[config.mk]
export PLATFORM = sky130hd
export DESIGN_NAME = pbkdf2_frame_loader
export DESIGN_NICKNAME = d
export VERILOG_FILES = /design/src/rtl/pbkdf2_frame_loader.sv
export SDC_FILE = /design/constraint.sdc
export NUM_CORES = 2
export LEC_CHECK = 0
export CORE_AREA = 2 2 422 424
export CTS_BUF_LIST = sky130_fd_sc_hd__clkbuf_8 sky130_fd_sc_hd__clkbuf_16
export DETAILED_ROUTE_END_ITERATION = 10
export DIE_AREA = 0 0 424 426
export SLEW_MARGIN = 20
export SYNTH_ARGS = -nofsm -noshare
export SYNTH_HDL_FRONTEND = slang
export SYNTH_SLANG_ARGS = --single-unit
[constraint.sdc]
create_clock -name clk_i -period 97.8 [get_ports clk_i]
set_input_delay 14.67 -clock clk_i [delete_from_list [all_inputs] [get_ports clk_i]]
set_output_delay 14.67 -clock clk_i [all_outputs]
set_load 0.01 [all_outputs]
[src/rtl/pbkdf2_frame_loader.sv]
// Byte-serial request frame loader for the PBKDF2 key generator.
// Assembles iteration count, salt and password into wide fields behind a valid/ready handshake.
module pbkdf2_frame_loader #(
  parameter int unsigned BLOCK_BYTES    = 64,
  parameter int unsigned MAX_SALT_BYTES = 63,
  parameter int unsigned ITER_BYTES     = 4
) (
  input  logic                     clk_i,
  input  logic                     rst_i,
  input  logic [7:0]               byte_i,
  input  logic                     byte_valid,
  output logic                     byte_ready,
  output logic [31:0]              iters_o,
  output logic [8*BLOCK_BYTES-1:0] pass_o,
  output logic [8*BLOCK_BYTES-1:0] salt_o,
  output logic [5:0]               salt_len_o,
  output logic                     out_valid,
  input  logic                     out_ready,
  output logic                     err_o
);

  localparam int unsigned W         = 8 * BLOCK_BYTES;
  localparam logic [7:0]  MaxSaltB  = 8'(MAX_SALT_BYTES);
  localparam logic [7:0]  MaxPassB  = 8'(BLOCK_BYTES);
  localparam logic [6:0]  IterLast  = 7'(ITER_BYTES - 1);

  typedef enum logic [2:0] {StIter, StSlen, StSalt, StPlen, StPass, StOut} state_e;

  state_e       state_q, state_d;
  logic [6:0]   cnt_q, cnt_d;
  logic [6:0]   pass_len_q, pass_len_d;
  logic [31:0]  iters_q, iters_d;
  logic [W-1:0] pass_q, pass_d;
  logic [W-1:0] salt_q, salt_d;
  logic [5:0]   salt_len_q, salt_len_d;
  logic         err_q, err_d;
  logic         accept;

  assign byte_ready = (state_q != StOut);
  assign accept     = byte_valid && byte_ready;

  always_comb begin
    state_d    = state_q;
    cnt_d      = cnt_q;
    pass_len_d = pass_len_q;
    iters_d    = iters_q;
    pass_d     = pass_q;
    salt_d     = salt_q;
    salt_len_d = salt_len_q;
    err_d      = 1'b0;

    unique case (state_q)
      StIter: if (accept) begin
        if (cnt_q == 7'd0) begin
          // First byte of a frame wipes every field so a shorter frame never shows stale bytes
          iters_d    = 32'(byte_i);
          pass_d     = '0;
          salt_d     = '0;
          salt_len_d = '0;
          pass_len_d = '0;
        end else begin
          iters_d = {iters_q[23:0], byte_i};
        end
        if (cnt_q == IterLast) begin
          cnt_d   = '0;
          state_d = StSlen;
        end else begin
          cnt_d = cnt_q + 7'd1;
        end
      end
      StSlen: if (accept) begin
        if (byte_i > MaxSaltB) begin
          err_d   = 1'b1;
          state_d = StIter;
        end else begin
          salt_len_d = byte_i[5:0];
          state_d    = (byte_i == 8'd0) ? StPlen : StSalt;
        end
      end
      StSalt: if (accept) begin
        for (int k = 0; k < BLOCK_BYTES; k++) begin
          if (cnt_q == 7'(k)) salt_d[8*(BLOCK_BYTES-1-k) +: 8] = byte_i;
        end
        if (cnt_q == {1'b0, salt_len_q} - 7'd1) begin
          cnt_d   = '0;
          state_d = StPlen;
        end else begin
          cnt_d = cnt_q + 7'd1;
        end
      end
      StPlen: if (accept) begin
        if (byte_i > MaxPassB) begin
          err_d   = 1'b1;
          state_d = StIter;
        end else begin
          pass_len_d = byte_i[6:0];
          if (byte_i != 8'd0) begin
            state_d = StPass;
          end else if (iters_q == 32'd0) begin
            err_d   = 1'b1;
            state_d = StIter;
          end else begin
            state_d = StOut;
          end
        end
      end
      StPass: if (accept) begin
        for (int k = 0; k < BLOCK_BYTES; k++) begin
          if (cnt_q == 7'(k)) pass_d[8*(BLOCK_BYTES-1-k) +: 8] = byte_i;
        end
        if (cnt_q == pass_len_q - 7'd1) begin
          cnt_d = '0;
          // A zero iteration count is only rejected once the whole frame is consumed
          if (iters_q == 32'd0) begin
            err_d   = 1'b1;
            state_d = StIter;
          end else begin
            state_d = StOut;
          end
        end else begin
          cnt_d = cnt_q + 7'd1;
        end
      end
      StOut: if (out_ready) state_d = StIter;
      default: state_d = StIter;
    endcase
  end

  always_ff @(posedge clk_i or posedge rst_i) begin
    if (rst_i) begin
      state_q    <= StIter;
      cnt_q      <= '0;
      pass_len_q <= '0;
      iters_q    <= '0;
      pass_q     <= '0;
      salt_q     <= '0;
      salt_len_q <= '0;
      err_q      <= 1'b0;
    end else begin
      state_q    <= state_d;
      cnt_q      <= cnt_d;
      pass_len_q <= pass_len_d;
      iters_q    <= iters_d;
      pass_q     <= pass_d;
      salt_q     <= salt_d;
      salt_len_q <= salt_len_d;
      err_q      <= err_d;
    end
  end

  assign iters_o    = iters_q;
  assign pass_o     = pass_q;
  assign salt_o     = salt_q;
  assign salt_len_o = salt_len_q;
  assign out_valid  = (state_q == StOut);
  assign err_o      = err_q;

endmodule

# After elaboration in Yosys (flattened, before gate mapping)
# Index checks and enable logic that the tools add are counted.
[word_totals]
register_bits = 1080
latchBits = 0
ramBits = 0
romBits = 0
in_bits = 12
mem_count = 0
[classes]
addsub = 3
n_mul = 0
n_div = 0
magnitude_cmp = 2
n_eq_ne = 211
shift = 0
n_mux = 111
bitwise = 0
n_reduce_logical = 144
[ops]
columns = ["operator", "count"]
rows = [
  ["$pmux 512 s2", 2],
  ["$mux 512", 3],
  ["$reduce_and 5->1", 130],
  ["$mux 8", 64],
  ["$ne 2x2->1 const B", 139],
  ["$eq 7x6->1 const B", 32],
  ["$eq 7x5->1 const B", 16],
  ["$mux 7", 10],
  ["$eq 7x4->1 const B", 8],
  ["$mux 3", 12],
  ["$logic_not 32->1", 1],
  ["$mux 32", 1],
  ["$eq 7x3->1 const B", 4],
  ["$mux 6", 4],
  ["$pmux 7 s3", 1],
  ["$pmux 3 s6", 1],
  ["$eq 7x2->1 const B", 2],
  ["$eq 7x7->1", 2],
  ["$pmux 7 s2", 1],
  ["$pmux 6 s2", 1],
  ["$mux 1", 9],
  ["$reduce_and 9->1", 1],
  ["$gt 8x6->1 const B", 1],
  ["$gt 8x7->1 const B", 1],
  ["20 further kinds", 25],
]

# Logic depth before layout (Yosys ltp)
[logic_depth]
ltp_word = 6
mapped_depth = 10
ltp_nobuf = 8

# Least setup slack after synthesis
# No wires, ideal clock.
[synth_path]
path_kind = "input-to-reg"
start = "input port byte_valid"
end = "register pass_q[272] (netlist: pass_o[272])"
arrival_time_ns = 16.190
t_required_ns = 97.675
setup_slack_ns = 81.485
stages = 7
path_buffers = 2
cell_sequence = "buf_2 > nand2_1 > nor3_2 > clkbuf_1 > a21oi_1 > nor2_2 > mux2_2"
[synth_between]
elab_chain_cells = 3
[synth_lines]
columns = ["element", "line_no", "source"]
rows = [
  ["start: declaration", "11", "input logic byte_valid,"],
  ["$logic_and 1x1->1 (*)", "40", "assign accept = byte_valid && byte_ready;"],
  ["$ne 2x2->1 (no line)", "n/a", ""],
  ["$reduce_and 5->1 (no line) (*)", "n/a", ""],
  ["end signal: assignment", "144", "pass_q <= pass_d;"],
  ["end: declaration", "33", "logic [W-1:0] pass_q, pass_d;"],
]
# Every way passes the cells marked *; elsewhere a longest branch is shown, timed or not.
# A chain may end at the register's enable or synchronous reset.

# Final worst setup path
[layout_path]
start = "input port byte_valid"
end = "register salt_q[235] (netlist: salt_o[235])"
[layout_between]
elab_chain_cells = 3
[layout_lines]
columns = ["element", "line_no", "source"]
rows = [
  ["$logic_and 1x1->1 (*)", "40", ""],
  ["$ne 2x2->1 (no line)", "n/a", ""],
  ["$reduce_and 5->1 (no line) (*)", "n/a", ""],
  ["end signal: assignment", "145", "salt_q <= salt_d;"],
  ["end: declaration", "34", "logic [W-1:0] salt_q, salt_d;"],
]
# Marked as above.

==> flow_summary_export.csv <==
group,metric,value,unit
synth,synthTopCellsByCount,"dfrtp_1, mux2_2, nand2_1, clkbuf_1, o21ai_0",
synth,synth_area_leaders,"dfrtp_1, mux2_2, nor2_8, nand2_1, o21ai_0",
synth,synthDominantCellAreaShare,0.6203,
cts,clk_pin_slew,60,ps
run_status,status,"finished clean",
pwr,switchingPower,0.4835,mW
hold_path,holdCritStartpoint,"pass_o[318]",
setup_path,cp-start-kind,"primary input",
setup_path,crit_fanout,25,
drt,wl_per_cell,26.10,um
drt,drt_iter0_drc,1475,
cts,cts_made_buffers,117,
die,num_rows,154,
die,dieArea,180600,um2
die,core,175700,um2
cts,cts_max_level,3,
setup_path,criticalPathCategory,"in2reg",
timing,fin_crit_sh,0.1859,
timing,tns,0,ps
placement,gp_congestion,0.7963,
synth,synth-edff-count,0,
pwr,p_leak,27.69,nW
timing,slew_violations,0,
placement,dp_hpwl,120700,um
setup_path,r2r_start,"cnt_q[2]",
placement,dp_slack,78850,ps
hold_path,hold_class,"reg2reg",
setup_path,crit_arrival,18830,ps
synth,synth_seq_area_share,0.6203,
die,die_w,424,um
drt,drt_first_pass_iters,6,
timing,finClkSkew,44.05,ps
timing,relSlewSlack,0.2709,
setup_path,max_stage_delay,930,ps
die,pin_count,1077,
run,maxCapViolCount,0,
synth,synthCells,2949,
pwr,switching_share,0.3371,
synth,ys_warn_count,0,
layout,areaGrowthSynthToFinish,40.29,%
synth,syn_area,43570,um2
global_routing,grt_pass1_vias,29520,
layout,nets,4033,
synth,synthFlopType,"dfrtp_1",
setup_path,path_common_cell,"buf_4",
global_routing,grt_first_pass_wirelength,234300,um
timing,finalHoldViolations,0,
synth,syn_nets,2967,
timing,worst_pin_slew,1094,ps
cts,clk_latency,780,ps
setup_path,critPathLaunch,"byte_valid",
setup_path,crit_path_cell_trace,"clkdlybuf4s50_1, buf_4, nand2b_1, nor2_1, o21ai_4, buf_4, buf_4, buf_4, nor2_8, mux2_2",
drt,vias_per_cell,4.483,
die,die_h,426,um
drt,wirelength,168600,um
pwr,powerDensity,23.47,nW/um2
global_routing,grt-ovfl-total,0,
synth,synth.distinct_cells,63,
pwr,internal-power,0.9508,mW
timing,rsz0062_at_grt,"no",
synth,synth.avg_cell_area,14.78,um2
layout,fillers,17290,
pwr,seq_power_share,0.368,
timing,min_period,18180,ps
setup_path,critPathRequiredTime,98450,ps
global_routing,gr-usage-all-layers,0.1809,
synth,synth-seq-cells,1080,
timing,fin_ws,79620,ps
placement,io_buffers,1076,
layout,drive_above_1_share,0.3258,
cts,cts_buffer_depth,3,
drt,drc,0,
cts,root_buffer,"clkbuf_16",
cts,cts_resized,0,
pwr,ir_worst_vdd,0.01663,mV
cts,cts_hold_buf,0,
timing,max_freq,55.01,MHz
global_routing,antenna_found_initial,5,
cts,cts_num_sinks,1080,
cts,cts_tree,"done",
synth,ys_async_sr_fraction,1.000,
drt,dr_total_vias,28960,
timing,setup_viol,0,
setup_path,crit_path_end_kind,"flip-flop",
synth,synth_most_common_cell,"dfrtp_1",
drt,ant_nets,0,
die,start_util,0.2479,
setup_path,cp_slowest_cell,"buf_4",
pwr,clockPowerShare,0.323,
cts,post_cts_buffers,0,
global_routing,grt_start_max_net_pins,151,
synth,synth_top_area_cell,"dfrtp_1",
pwr,pwr-share-comb,0.309,
setup_path,r2r_slack,92730,ps
final timing paths:
check,endpoint,cells after the start
setup / recovery,salt_o[235],10
hold reg to reg,pass_o[318],2
setup reg to reg,salt_o[235],8
min in group asynchronous,iters_o[26],2
max in group asynchronous,pass_o[337],5
hold / removal,pass_o[318],2
flip-flops by register name (all words and copies together) (netlist names):
| register | count |
|---|---|
| salt_len_o | 6 |
| pass_len_q | 7 |
| pass_o | 512 |
| iters_o | 32 |
| cnt_q | 7 |
| err_o | 1 |
| salt_o | 512 |
| state_q | 3 |
power groups by stage:
stage / clock [mW] / sequential [mW] / combinational [mW]
2_1_floorplan: 0 / 0.549 / 0.230
3_3_place_gp: 0 / 0.534 / 0.448
3_5_place_dp: 0 / 0.535 / 0.451
4_1_cts: 0.475 / 0.528 / 0.452
5_1_grt: 0.494 / 0.534 / 0.470
6_report: 0.464 / 0.528 / 0.443
cell usage in the layout (no fill, tap or decap), drive strengths merged, types with 2 or more instances in the layout:
| cell type | netlist | final |
|---|---|---|
| o21ai | 114 | 114 |
| nand2b | 2 | 2 |
| a32o | 8 | 8 |
| diode | 0 | 7 |
| o22ai | 5 | 5 |
| nor2 | 107 | 107 |
| bufinv | 0 | 10 |
| clkinvlp | 0 | 5 |
| o21bai | 3 | 3 |
| mux2 | 952 | 952 |
| dfrtp | 1080 | 1080 |
| and2 | 13 | 13 |
| clkbuf | 146 | 146 |
| a31oi | 5 | 5 |
| clkdlybuf4s50 | 0 | 1076 |
| or2 | 2 | 2 |
| clkinv | 0 | 25 |
| nor4 | 11 | 11 |
| or3 | 2 | 2 |
| buf | 44 | 61 |
| a21o | 9 | 9 |
| nand2 | 207 | 207 |
| nand4 | 5 | 5 |
| a21oi | 124 | 124 |
| inv | 13 | 44 |
| a211o | 2 | 2 |
| nor2b | 5 | 5 |
| a21boi | 2 | 2 |
| ha | 6 | 6 |
| and3 | 27 | 27 |
| nand3 | 9 | 9 |
| nor3 | 12 | 12 |
| xnor2 | 14 | 14 |
| nor3b | 3 | 3 |
| xor2 | 2 | 2 |
metal layers:
layer  up-vias  GRT usage  part of all wire
li1      12500          -                 -
met1     15390     0.2098              0.39
met4         0    0.07117             0.040
met2       822     0.3221              0.52
met5         -          0                 0
met3       254    0.04079             0.051
worst max-delay path: cells and delay by family:
kind | cells | cell delay (ps)
buffers and inverters | 5 | 3070
and+or+nand+nor | 3 | 420
muxes | 1 | 330
AOI/OAI and AO/OA | 1 | 80
layout make-up:
cell class                      count  area (um2)  share of cell area
Sequential cell                  1080       27030              0.4421
Multi-Input combinational cell   1666       15770              0.2580
Timing Repair Buffer             1137       11260              0.1842
Clock buffer                      146        3338             0.05461
Tap cell                         2340        2928             0.04790
Clock inverter                     71       732.0             0.01197
Inverter                           13       56.30           0.0009211
Antenna cell                        7       17.52           0.0002866
logic make-up after synthesis:
logic type / after synthesis / synth area share
AOI/OAI and AO/OA: 284 / 0.04405
xor gates and xnor gates: 17 / 0.003733
adders and majority gates: 6 / 0.001723
buffers and inverters: 203 / 0.02027
DFF: 1080 / 0.6203
muxes: 952 / 0.2460
and+or+nand+nor: 407 / 0.06392
per-stage QoR:
stage	std cells	hold WS [ps]	power [mW]	cell area, um2	utilization
after floorplan	2949	449.8	0.7792	43570	-
after global placement	6236	463.6	0.9824	57010	0.3244
final	6460	482.2	1.434	61130	0.3478
after global routing	6454	503.1	1.498	61110	0.3478
after CTS	6453	486.8	1.455	61080	0.3476
after detailed placement	6236	472.2	0.9867	57010	0.3244
Note: power is estimated with default switching activity, not from simulation.
